$ cat config.mk
export PLATFORM = sky130hd
export DESIGN_NAME = sync_fifo_param
export DESIGN_NICKNAME = d
export VERILOG_FILES = /design/src/rtl/fifo_pkg.sv /design/src/rtl/sync_dp_ram.sv /design/src/rtl/sync_fifo_param.sv
export SDC_FILE = /design/constraint.sdc
export NUM_CORES = 1
export LEC_CHECK = 0
export CAP_MARGIN = 20
export CORE_MARGIN = 5
export CORE_UTILIZATION = 53
export CTS_BUF_LIST = sky130_fd_sc_hd__clkbuf_4 sky130_fd_sc_hd__clkbuf_8
export DETAILED_ROUTE_END_ITERATION = 8
export PLACE_DENSITY = 0.74
export SYNTH_ARGS = -nofsm -noshare
export SYNTH_HDL_FRONTEND = slang
export SYNTH_HIERARCHICAL = 1
export SYNTH_SLANG_ARGS = --single-unit
$ cat constraint.sdc
create_clock -name clk -period 2.7 [get_ports clk]
set_input_delay 0.675 -clock clk [delete_from_list [all_inputs] [get_ports clk]]
set_output_delay 0.675 -clock clk [all_outputs]
set_load 0.02 [all_outputs]
$ cat src/rtl/fifo_pkg.sv
// Shared definitions for the sync FIFO family.
// Read-mode constants and the occupancy-counter width helper.
package fifo_pkg;

    localparam int FIFO_STD  = 0;
    localparam int FIFO_FWFT = 1;

    // Counter must represent 0..depth inclusive.
    function automatic int cnt_width(input int depth);
        return $clog2(depth) + 1;
    endfunction

endpackage

$ cat src/rtl/sync_dp_ram.sv
// Single-clock dual-port RAM, one write and one registered read port.
// The array is never reset; only the read data register is.
module sync_dp_ram #(
    parameter int DW = 8,
    parameter int AW = 3
) (
    input  logic          clk,
    input  logic          rst,
    input  logic          i_we,
    input  logic [AW-1:0] i_waddr,
    input  logic [DW-1:0] i_wdata,
    input  logic          i_re,
    input  logic [AW-1:0] i_raddr,
    output logic [DW-1:0] o_rdata
);

    logic [DW-1:0] r_mem [2**AW];
    logic [DW-1:0] r_rdata;

    // Storage write; no reset so it maps onto block RAM.
    always_ff @(posedge clk) begin
        if (i_we) begin
            r_mem[i_waddr] <= i_wdata;
        end
    end

    // Registered read; holds its value when not enabled.
    always_ff @(posedge clk or posedge rst) begin
        if (rst) begin
            r_rdata <= '0;
        end else if (i_re) begin
            r_rdata <= r_mem[i_raddr];
        end
    end

    assign o_rdata = r_rdata;

endmodule

$ cat src/rtl/sync_fifo_param.sv
// Parametrised single-clock FIFO with count, thresholds, sticky errors
// and a selectable first-word-fall-through read mode.
module sync_fifo_param
    import fifo_pkg::*;
#(
    parameter int DATAWIDTH = 8,
    parameter int DEPTH     = 8,
    parameter int AFULL_TH  = DEPTH - 1,
    parameter int AEMPTY_TH = 1,
    parameter int FWFT      = FIFO_STD
) (
    input  logic                          clk,
    input  logic                          rst,
    input  logic                          wr,
    input  logic [DATAWIDTH-1:0]          Wdata,
    input  logic                          rd,
    output logic [DATAWIDTH-1:0]          Rdata,
    output logic                          full,
    output logic                          empty,
    output logic                          almost_full,
    output logic                          almost_empty,
    output logic [cnt_width(DEPTH)-1:0]   count,
    output logic                          overflow,
    output logic                          underflow,
    input  logic                          clr_err
);

    localparam int ADDR = $clog2(DEPTH);
    localparam int CW   = cnt_width(DEPTH);
    localparam bit MODE_FWFT = (FWFT == FIFO_FWFT);

    localparam logic [CW-1:0] ONE      = CW'(1);
    localparam logic [CW-1:0] FULL_CNT = CW'(DEPTH);
    localparam logic [CW-1:0] AF_CNT   = CW'(AFULL_TH);
    localparam logic [CW-1:0] AE_CNT   = CW'(AEMPTY_TH);

    logic [CW-1:0] r_wr_ptr;
    logic [CW-1:0] r_rd_ptr;
    logic [CW-1:0] r_count;
    logic          r_full;
    logic          r_empty;
    logic          r_afull;
    logic          r_aempty;
    logic          r_ovf;
    logic          r_unf;
    logic          r_out_valid;

    logic          w_empty;
    logic          w_wr_acc;
    logic          w_rd_acc;
    logic          w_ram_has;
    logic          w_fetch;
    logic          w_ram_re;
    logic [CW-1:0] w_count_next;
    logic          w_out_valid_next;
    logic          w_ovf_next;
    logic          w_unf_next;

    // Acceptance, prefetch and next-state decode.
    always_comb begin
        w_empty          = MODE_FWFT ? !r_out_valid : r_empty;
        w_wr_acc         = wr && !r_full;
        w_rd_acc         = rd && !w_empty;
        // In FWFT the read pointer tracks RAM reads, so this means
        // "RAM holds a word not yet moved to the output stage".
        w_ram_has        = (r_wr_ptr != r_rd_ptr);
        w_fetch          = w_ram_has && (!r_out_valid || w_rd_acc);
        w_ram_re         = MODE_FWFT ? w_fetch : w_rd_acc;
        w_count_next     = r_count;
        w_out_valid_next = 1'b0;
        if (w_wr_acc && !w_rd_acc) begin
            w_count_next = r_count + ONE;
        end else if (!w_wr_acc && w_rd_acc) begin
            w_count_next = r_count - ONE;
        end
        if (MODE_FWFT) begin
            if (w_fetch) begin
                w_out_valid_next = 1'b1;
            end else if (w_rd_acc) begin
                w_out_valid_next = 1'b0;
            end else begin
                w_out_valid_next = r_out_valid;
            end
        end
        // Setting an error wins over a coincident clear.
        w_ovf_next = (r_ovf && !clr_err) || (wr && r_full);
        w_unf_next = (r_unf && !clr_err) || (rd && w_empty);
    end

    // Pointers, occupancy and status flags.
    always_ff @(posedge clk or posedge rst) begin
        if (rst) begin
            r_wr_ptr    <= '0;
            r_rd_ptr    <= '0;
            r_count     <= '0;
            r_full      <= 1'b0;
            r_empty     <= 1'b1;
            r_afull     <= 1'b0;
            r_aempty    <= 1'b1;
            r_ovf       <= 1'b0;
            r_unf       <= 1'b0;
            r_out_valid <= 1'b0;
        end else begin
            if (w_wr_acc) begin
                r_wr_ptr <= r_wr_ptr + ONE;
            end
            if (w_ram_re) begin
                r_rd_ptr <= r_rd_ptr + ONE;
            end
            r_count     <= w_count_next;
            r_full      <= (w_count_next == FULL_CNT);
            r_empty     <= (w_count_next == '0);
            r_afull     <= (w_count_next >= AF_CNT);
            r_aempty    <= (w_count_next <= AE_CNT);
            r_ovf       <= w_ovf_next;
            r_unf       <= w_unf_next;
            r_out_valid <= w_out_valid_next;
        end
    end

    // The RAM read register doubles as Rdata and the FWFT output stage.
    sync_dp_ram #(
        .DW(DATAWIDTH),
        .AW(ADDR)
    ) u_ram (
        .clk    (clk),
        .rst    (rst),
        .i_we   (w_wr_acc),
        .i_waddr(r_wr_ptr[ADDR-1:0]),
        .i_wdata(Wdata),
        .i_re   (w_ram_re),
        .i_raddr(r_rd_ptr[ADDR-1:0]),
        .o_rdata(Rdata)
    );

    assign full         = r_full;
    assign empty        = w_empty;
    assign almost_full  = r_afull;
    assign almost_empty = r_aempty;
    assign count        = r_count;
    assign overflow     = r_ovf;
    assign underflow    = r_unf;

endmodule

Word level (Yosys, flattened, before mapping)
Memory sizes are Yosys's and may differ from the RTL's. A register that Yosys moved wholly into a read port is not among the register bits.
Index checks and enable logic that the tools add are counted.
Cells by class
  $add $sub $neg: 4
  $lt $le $gt $ge: 2
  eq/ne operators: 1
  mux-type cells: 4
  reduce and logical (&&, ||, !) cells: 16
Operators by type and width (number)
  $add 4x1->4 const B: 3
  $logic_and 1x1->1: 8
  $mux 4: 2
  $logic_not 1->1: 5
  $eq 4x4->1 const B: 1
  $ge 4x3->1 const B: 1
  $le 4x1->1 const B: 1
  $logic_not 4->1: 1
  $sub 4x1->4 const B: 1
  $logic_or 1x1->1: 2
  $mux 1: 2
Word-level totals
  register bits: 18
  bits in writable memories: 64
  input port bits: 13
  memories kept: 1
Memories
  u_ram.r_mem: words 8, bits a word 8, read ports 1, clocked after Yosys merged registers in 1, wr ports 1, RTL line sync_dp_ram.sv:17  | logic [DW-1:0] r_mem [2**AW];

Longest topological paths before layout
Gate-level depths: netlist (run 1).
  word-level depth: 7
  depth in mapped cells: 7
  depth with buffers taken out: 6

By module
Netlist (run 1), hierarchy kept.
By module, submodules not included
  sync_dp_ram: instances 1, cells each 170, area an instance 2865.2 µm², seq. area each 2122.0 µm²
  sync_fifo_param: instances 1, cells each 73, area an instance 909.6 µm², seq. area each 402.9 µm²

Least setup slack after synthesis (run 1)
OpenSTA, ideal clock, no wires.
  path kind: input -> register
  from: input port wr
  to: memory u_ram.r_mem[0][0], enable pin
  setup time: 383 ps
  arrival time: 1643 ps
  slack: 673 ps
  cell stages on the path: 5
  path buffers: 1
  path through: nand2b_4 > buf_12 > inv_8 > nand2b_1 > nor3_1
On the way
  longest elaborated chain between the ends: 3
Ends and longest elaborated chain
  start: declaration: RTL line sync_fifo_param.sv:14  | input logic wr,
  $logic_and 1x1->1: RTL line sync_fifo_param.sv:62  | w_wr_acc = wr && !r_full;
  named net w_wr_acc: RTL line sync_fifo_param.sv:49  | logic w_wr_acc;
  $mux 1: RTL line sync_dp_ram.sv:22  | if (i_we) begin
  $mux 1 (implied by the code): RTL line sync_dp_ram.sv:23  | r_mem[i_waddr] <= i_wdata;
  end: declaration: RTL line sync_dp_ram.sv:17
The timed path passes the listed nets, and every way through them passes these cells.

Final worst setup path (run 1)
  from: register r_empty (netlist: empty)
  to: output port empty
RTL lines
  start: declaration: RTL line sync_fifo_param.sv:41  | logic r_empty;
  start signal: assignment: RTL line sync_fifo_param.sv:112  | r_empty <= (w_count_next == '0);
  end: declaration: RTL line sync_fifo_param.sv:19  | output logic empty,
No word-level cell between the ends.

==> results of run 1 <==
-- cells in the final DEF (no fill, tap or decap), types with 2 or more instances in the layout --
master | Yosys | layout
nand2b_1 | 4 | 4
a21oi_1 | 3 | 3
bufinv_16 | 0 | 2
a22oi_1 | 8 | 8
mux2i_1 | 24 | 24
dfrtp_1 | 22 | 21
nor2_8 | 2 | 2
dfstp_2 | 2 | 2
nor3_1 | 4 | 4
clkbuf_4 | 0 | 2
clkbuf_8 | 0 | 9
inv_8 | 2 | 2
o21ai_0 | 2 | 2
edfxtp_1 | 64 | 64
nand3_1 | 9 | 9
nor2b_1 | 16 | 16
nand2_1 | 13 | 13
ha_1 | 4 | 4
xnor2_1 | 5 | 5
nor2_2 | 3 | 3
clkdlybuf4s50_1 | 0 | 30
a41o_1 | 8 | 8
a211o_1 | 8 | 8
inv_1 | 6 | 6
nor2_1 | 7 | 7
buf_4 | 2 | 14
nand2b_4 | 2 | 2
-- layout make-up --
type | instances | area, sq um | area share [%]
clock inverters | 5 | 80.1 | 1.82
flip-flops and latches | 88 | 2530 | 57.3
clock buffers | 11 | 139 | 3.15
multi-input cells | 136 | 1090 | 24.8
well taps | 96 | 120 | 2.72
inverters | 8 | 45.0 | 1.02
repair buffers | 44 | 405 | 9.19
-- routing by layer --
metal  wire length, um  vias up
li1                  -      998
met1              3250     1058
met2              3540       58
met3               393       10
met4               105        0
met5                 0        -
-- Yosys cell counts (2+ instances only) --
cell and n:
a21oi_1 3, nor3_1 4, xnor2_1 5, nand2b_4 2
dfrtp_1 22, dfstp_2 2, nor2b_1 16, inv_1 6
a22oi_1 8, nor2_2 3, nor2_8 2, buf_12 2
nand2b_1 4, mux2i_1 24, o21ai_0 2, ha_1 4
buf_2 2, nand2_1 13, a211o_1 8, nor2_1 7
a41o_1 8, nand3_1 9, edfxtp_1 64, buf_4 2
inv_8 2, buf_6 2
-- worst paths after layout --
check | cells past startpoint | endpoint | from | slack [ns]
setup / recovery | 1 | empty | empty | 0.50
hold / removal | 1 | r_wr_ptr[2] | r_wr_ptr[2] | 0.50
setup reg to reg | 3 | u_ram/o_rdata[3] | r_rd_ptr[0] | 0.70
hold reg to reg | 1 | r_wr_ptr[2] | r_wr_ptr[2] | 0.50
max in group asynchronous | 2 | r_rd_ptr[0] | rst | 1.48
min in group asynchronous | 2 | u_ram/o_rdata[3] | rst | 0.63
-- flip-flops by register name, summed over array words and instances (netlist names) --
signal and count:
underflow 1, r_rd_ptr 3, almost_full 1, count 4
empty 1, u_ram/r_mem 64, u_ram/o_rdata 8, full 1
r_wr_ptr 3, overflow 1, almost_empty 1
-- worst reg2reg max path: stages (launching register included) --
cell and delay [ns]:
dfrtp_2 1.04, mux2i_1 0.43, a22oi_1 0.15, a41o_1 0.28
-- cell families after synthesis --
logic type               share of synthesized area (%)
flip-flops                                        66.9
AND/OR/NAND/NOR                                   10.8
AO/OA/AOI/OAI                                     8.58
buffers and inverters                             4.11
XOR/XNOR                                          1.89
adder cells (fa/ha/maj)                           1.33
multiplexers                                      6.36
-- metrics by stage --
step	instance area [sq um]	hold slack [ns]	cells	utilization [%]	power [mW]
after detailed placement	4190	0.483	372	61.0	4.00
after floorplan	3770	0.457	243	-	3.42
after global placement	4190	0.486	372	61.0	3.95
after CTS	4410	0.499	388	64.2	5.00
final	4410	0.501	388	64.2	4.97
after global routing	4410	0.508	388	64.2	5.24
-- power by group --
| part | internal (mW) | total, mW | leakage (nW) | switching [mW] |
|---|---|---|---|---|
| logic | 0.879 | 1.84 | 0.723 | 0.959 |
| clock network | 0.543 | 0.995 | 0.108 | 0.452 |
| registers | 1.80 | 2.13 | 0.868 | 0.337 |
==> qor.yml, run 1 <==
vdd_ir_drop_max_uv: 492
slew_violations: 0
min_path_type: "flip-flop to flip-flop"
required_ns: 2.03
grt_util_all_layers_pct: 17.8
synth_area_leader_cell: "edfxtp_1"
dr.pass1.iters: 4
crit_path_cell_trace: "clkdlybuf4s50_1"
grtUsageMet2_pct: 27.1
port_buffers: 30
cp_num_buf_inv: 1
p_leak_nw: 1.70
drt-initial-drc-count: 185
start_util_pct: 55.0
grt-busiest-layer: "met2"
critPathLaunchType: "flip-flop"
hold_buffers: 0
synth_area_leaders: "edfxtp_1 (51%), dfrtp_1 (15%), mux2i_1 (6.4%)"
async_flop_share_pct: 27.3
setup_tns_ns: 0
fmax_mhz: 455
grt_use_met1_pct: 24.7
postCtsSetupBuffers: 0
wl_mm: 7.28
fin_worst_skew_ns: 0.00736
synth_top_flop_cell: "edfxtp_1"
rsz0062_at_grt: "no"
crit_family: "buffers and inverters"
critical-path-max-stage-delay_ns: 0.61
p_per_area_nw_per_um2: 1130
grt_pass1_wl_mm: 11.5
place_congestion: 0.804
synth_cell_types: 43
grt_pass1_vias: 2170
finalHoldViolCount: 0
fin_crit_ns: 2.20
drt.antenna.violating_nets: 0
dp_hpwl_mm: 4.90
ctsResizeCount: 0
clkSinkCount: 88
cts_root_buf: "clkbuf_8"
setup_viol: 0
syn_nets: 260
fillers: 493
status: "completed"
yosysSeqAreaShare_pct: 66.9
synth_top_area_share_pct: 50.9
remaining_drc_errors: 0
num_io_pins: 31
timing.final.ws_setup_ns: 0.502
tightest_slew_ns: 1.02
insertedDiodeCount: 0
clkTransAtPathRegs_ns: 0.08
die_y_um: 94.4
crit_fanout: 3
ys_warn_count: 6
placementRows: 30
num_vias: 2124
gr-usage-met3_pct: 4.46
preCtsSetupSlack_ns: 0.386
drive_gt1_share_pct: 16.4
netlist_instances: 243
antenna_found_initial: 0
routedWlPerCell_um: 18.8
grt_overflow: 0
synthToLayoutAreaGrowth_pct: 16.8
htreeDepth: 3
tritoncts: "done"
dieArea_sq_um: 8910
endpoint_kind: "output port"
fin_crit_sh_pct: 81.4
critical_path_class: "flip-flop to output port"
die_w_um: 94.4
grt_max_degree: 43
cts_buffers: 9
vias_per_cell: 5.47
synth_edf_count: 64
ys_seq_elements: 88
cp.arrival_ns: 1.52
netlist_area_sq_um: 3770
coreArea_sq_um: 6870
postSynthAreaPerCell_sq_um: 15.5
critPathSlowestCell: "clkdlybuf4s50_1"
nets: 304
maxCapViolations: 0
clock_latency_ns: 0.34
slew_headroom_pct: 32.1
clock_path_buffers: 2
No activity file was read; power rests on OpenSTA's default activity.
==> inputs of run 2 (changes only) <==
- PLACE_DENSITY: 0.74 -> 0.77
- clock period: 2.7 -> 1.95 ns (I/O delays scaled with it)
==> run 2 against run 1 <==
  * Utilization is 1.0 points higher
  * Total power rose by 38%
  * Wire length about the same
  * Clock skew barely moved
  * Via count up 1.8%
  * Sequential cell count is the same
  * Die area stayed put
  * First-iteration DRC count down 6.5%
  * Largest cell class unchanged
  * Largest power group unchanged
==> qor.yml, run 2 (same netlist as run 1, synthesis figures left out) <==
status: "completed"
grt_util_all_layers_pct: 18.0
dieArea_sq_um: 8910
drt-initial-drc-count: 173
routedWlPerCell_um: 18.3
slew_violations: 0
antenna_found_initial: 0
fin_crit_ns: 1.87
critPathLaunchType: "flip-flop"
cp_num_buf_inv: 1
cts_buffers: 9
ff2ff_path_depth: 6
start_util_pct: 55.0
area.sequential_sq_um: 2530
drt.antenna.violating_nets: 0
finalNonFillerCells: 397
final_common_cell: "edfxtp_1"
grt_use_met1_pct: 23.9
wl_mm: 7.28
grt_pass1_vias: 2257
crit_path_cell_trace: "clkdlybuf4s50_1"
layout_common_cells: "edfxtp_1 (64), clkdlybuf4s50_1 (25), mux2i_1 (24)"
maxCapViolations: 0
postCtsSetupBuffers: 0
cts_root_buf: "clkbuf_8"
slew_headroom_pct: 69.8
setup_viol: 0
synthToLayoutAreaGrowth_pct: 18.7
placementRows: 30
clkSinkCount: 88
path_depth: 1
nets: 313
p_leak_nw: 1.75
vdd_ir_drop_max_uv: 560
largest_reg_flops: 64
crit_fanout: 3
endpoint_kind: "output port"
gr-usage-met3_pct: 3.51
coreArea_sq_um: 6870
port_buffers: 30
fillers: 489
r2r_end: "empty"
remaining_drc_errors: 0
r2r_setup_slack_ns: 0.30
tritoncts: "done"
clkTransAtPathRegs_ns: 0.08
grt-busiest-layer: "met2"
fin_crit_sh_pct: 95.6
die_y_um: 94.4
dp_hpwl_mm: 5.12
r2r_start: "count[0]"
num_io_pins: 31
critical_path_class: "flip-flop to output port"
fin_worst_skew_ns: 0.00783
htreeDepth: 3
largest-register: "u_ram/r_mem"
min_path_type: "primary input to asynchronous set/reset pin"
rsz0062_at_grt: "no"
p_per_area_nw_per_um2: 1530
clock_latency_ns: 0.35
num_vias: 2162
grtUsageMet2_pct: 28.8
grt_overflow: 0
grt_pass1_wl_mm: 11.7
dr.pass1.iters: 4
critPathSlowestCell: "clkdlybuf4s50_1"
crit_family: "buffers and inverters"
grt_max_degree: 19
vias_per_cell: 5.45
insertedDiodeCount: 0
tightest_slew_ns: 0.452
clock_path_buffers: 2
place_congestion: 0.826
finalHoldViolCount: 0
multiInputGateArea_sq_um: 1090
critical-path-max-stage-delay_ns: 0.63
fin_hold_ws_ns: 0.416
cp.arrival_ns: 1.38
die_w_um: 94.4
dp.cells: 381
fmax_mhz: 536
required_ns: 1.46
p_total_mw: 6.87
drive_gt1_share_pct: 19.3
[run 2: cell types whose count changed in the layout (fill, tap and decap cells not counted), sizes merged]
cell | previous run | this run
clkdlybuf4s50 | 30 | 25
clkinv | 1 | 2
dlygate4sd2 | 0 | 5
clkinvlp | 1 | 2
clkbuf | 11 | 10
bufinv | 2 | 1
buf | 14 | 23
[run 2: how the worst max path moves through the flow]
| stage | from | to | slack, ns |
|---|---|---|---|
| 4_1_cts | full | full | 0.06 |
| 2_1_floorplan | full | u_ram/r_mem[0][0] | 0.03 |
| 6_report | full | full | 0.08 |
| 3_5_place_dp | wr | u_ram/r_mem[3][3] | -0.08 |
| 3_3_place_gp | wr | u_ram/r_mem[0][3] | -0.06 |
| 5_1_grt | full | full | 0.02 |
[run 2: power by group]
group	leakage (nW)	total (mW)	internal, mW	switching, mW
Combinational	0.789	2.77	1.31	1.46
Sequential	0.868	2.85	2.49	0.361
Clock	0.0978	1.25	0.615	0.636
[run 2: what timing repair did]
item                                    in CTS  in global routing
hold buffers                                 0                  0
endpoints found under the setup margin       5                  0
gates resized for setup                      5                  0
[run 2: stage by stage]
| step | worst slack (ns) | utilization (%) | area (sq um) | setup TNS [ns] |
|---|---|---|---|---|
| after floorplan | 0.0250 | - | 3770 | 0 |
| after global placement | -0.0613 | 62.4 | 4280 | -1.57 |
| after CTS | 0.0576 | 65.2 | 4480 | 0 |
| after global routing | 0.0188 | 65.2 | 4480 | 0 |
| after detailed placement | -0.0823 | 62.4 | 4280 | -3.75 |
| final | 0.0848 | 65.2 | 4480 | 0 |
[run 2: metal layers]
layer  up-vias  part of all wire (%)
met4         0                   1.5
met2        48                    50
met1      1087                    46
met3        12                   2.6
met5         -                     0
li1       1015                     -
[run 2: final cells by class]
type	instances	share of cell area, %
clock buffers	10	2.93
clock inverters	6	1.56
inverters	8	1.01
multi-input cells	136	24.4
flip-flops and latches	88	56.4
well taps	96	2.68
repair buffers	53	11.0
==> inputs of run 3 (changes only) <==
- CAP_MARGIN: 20 -> unset
==> results of run 3 <==
Final layout, timing and power as in run 2 (identical DEF).
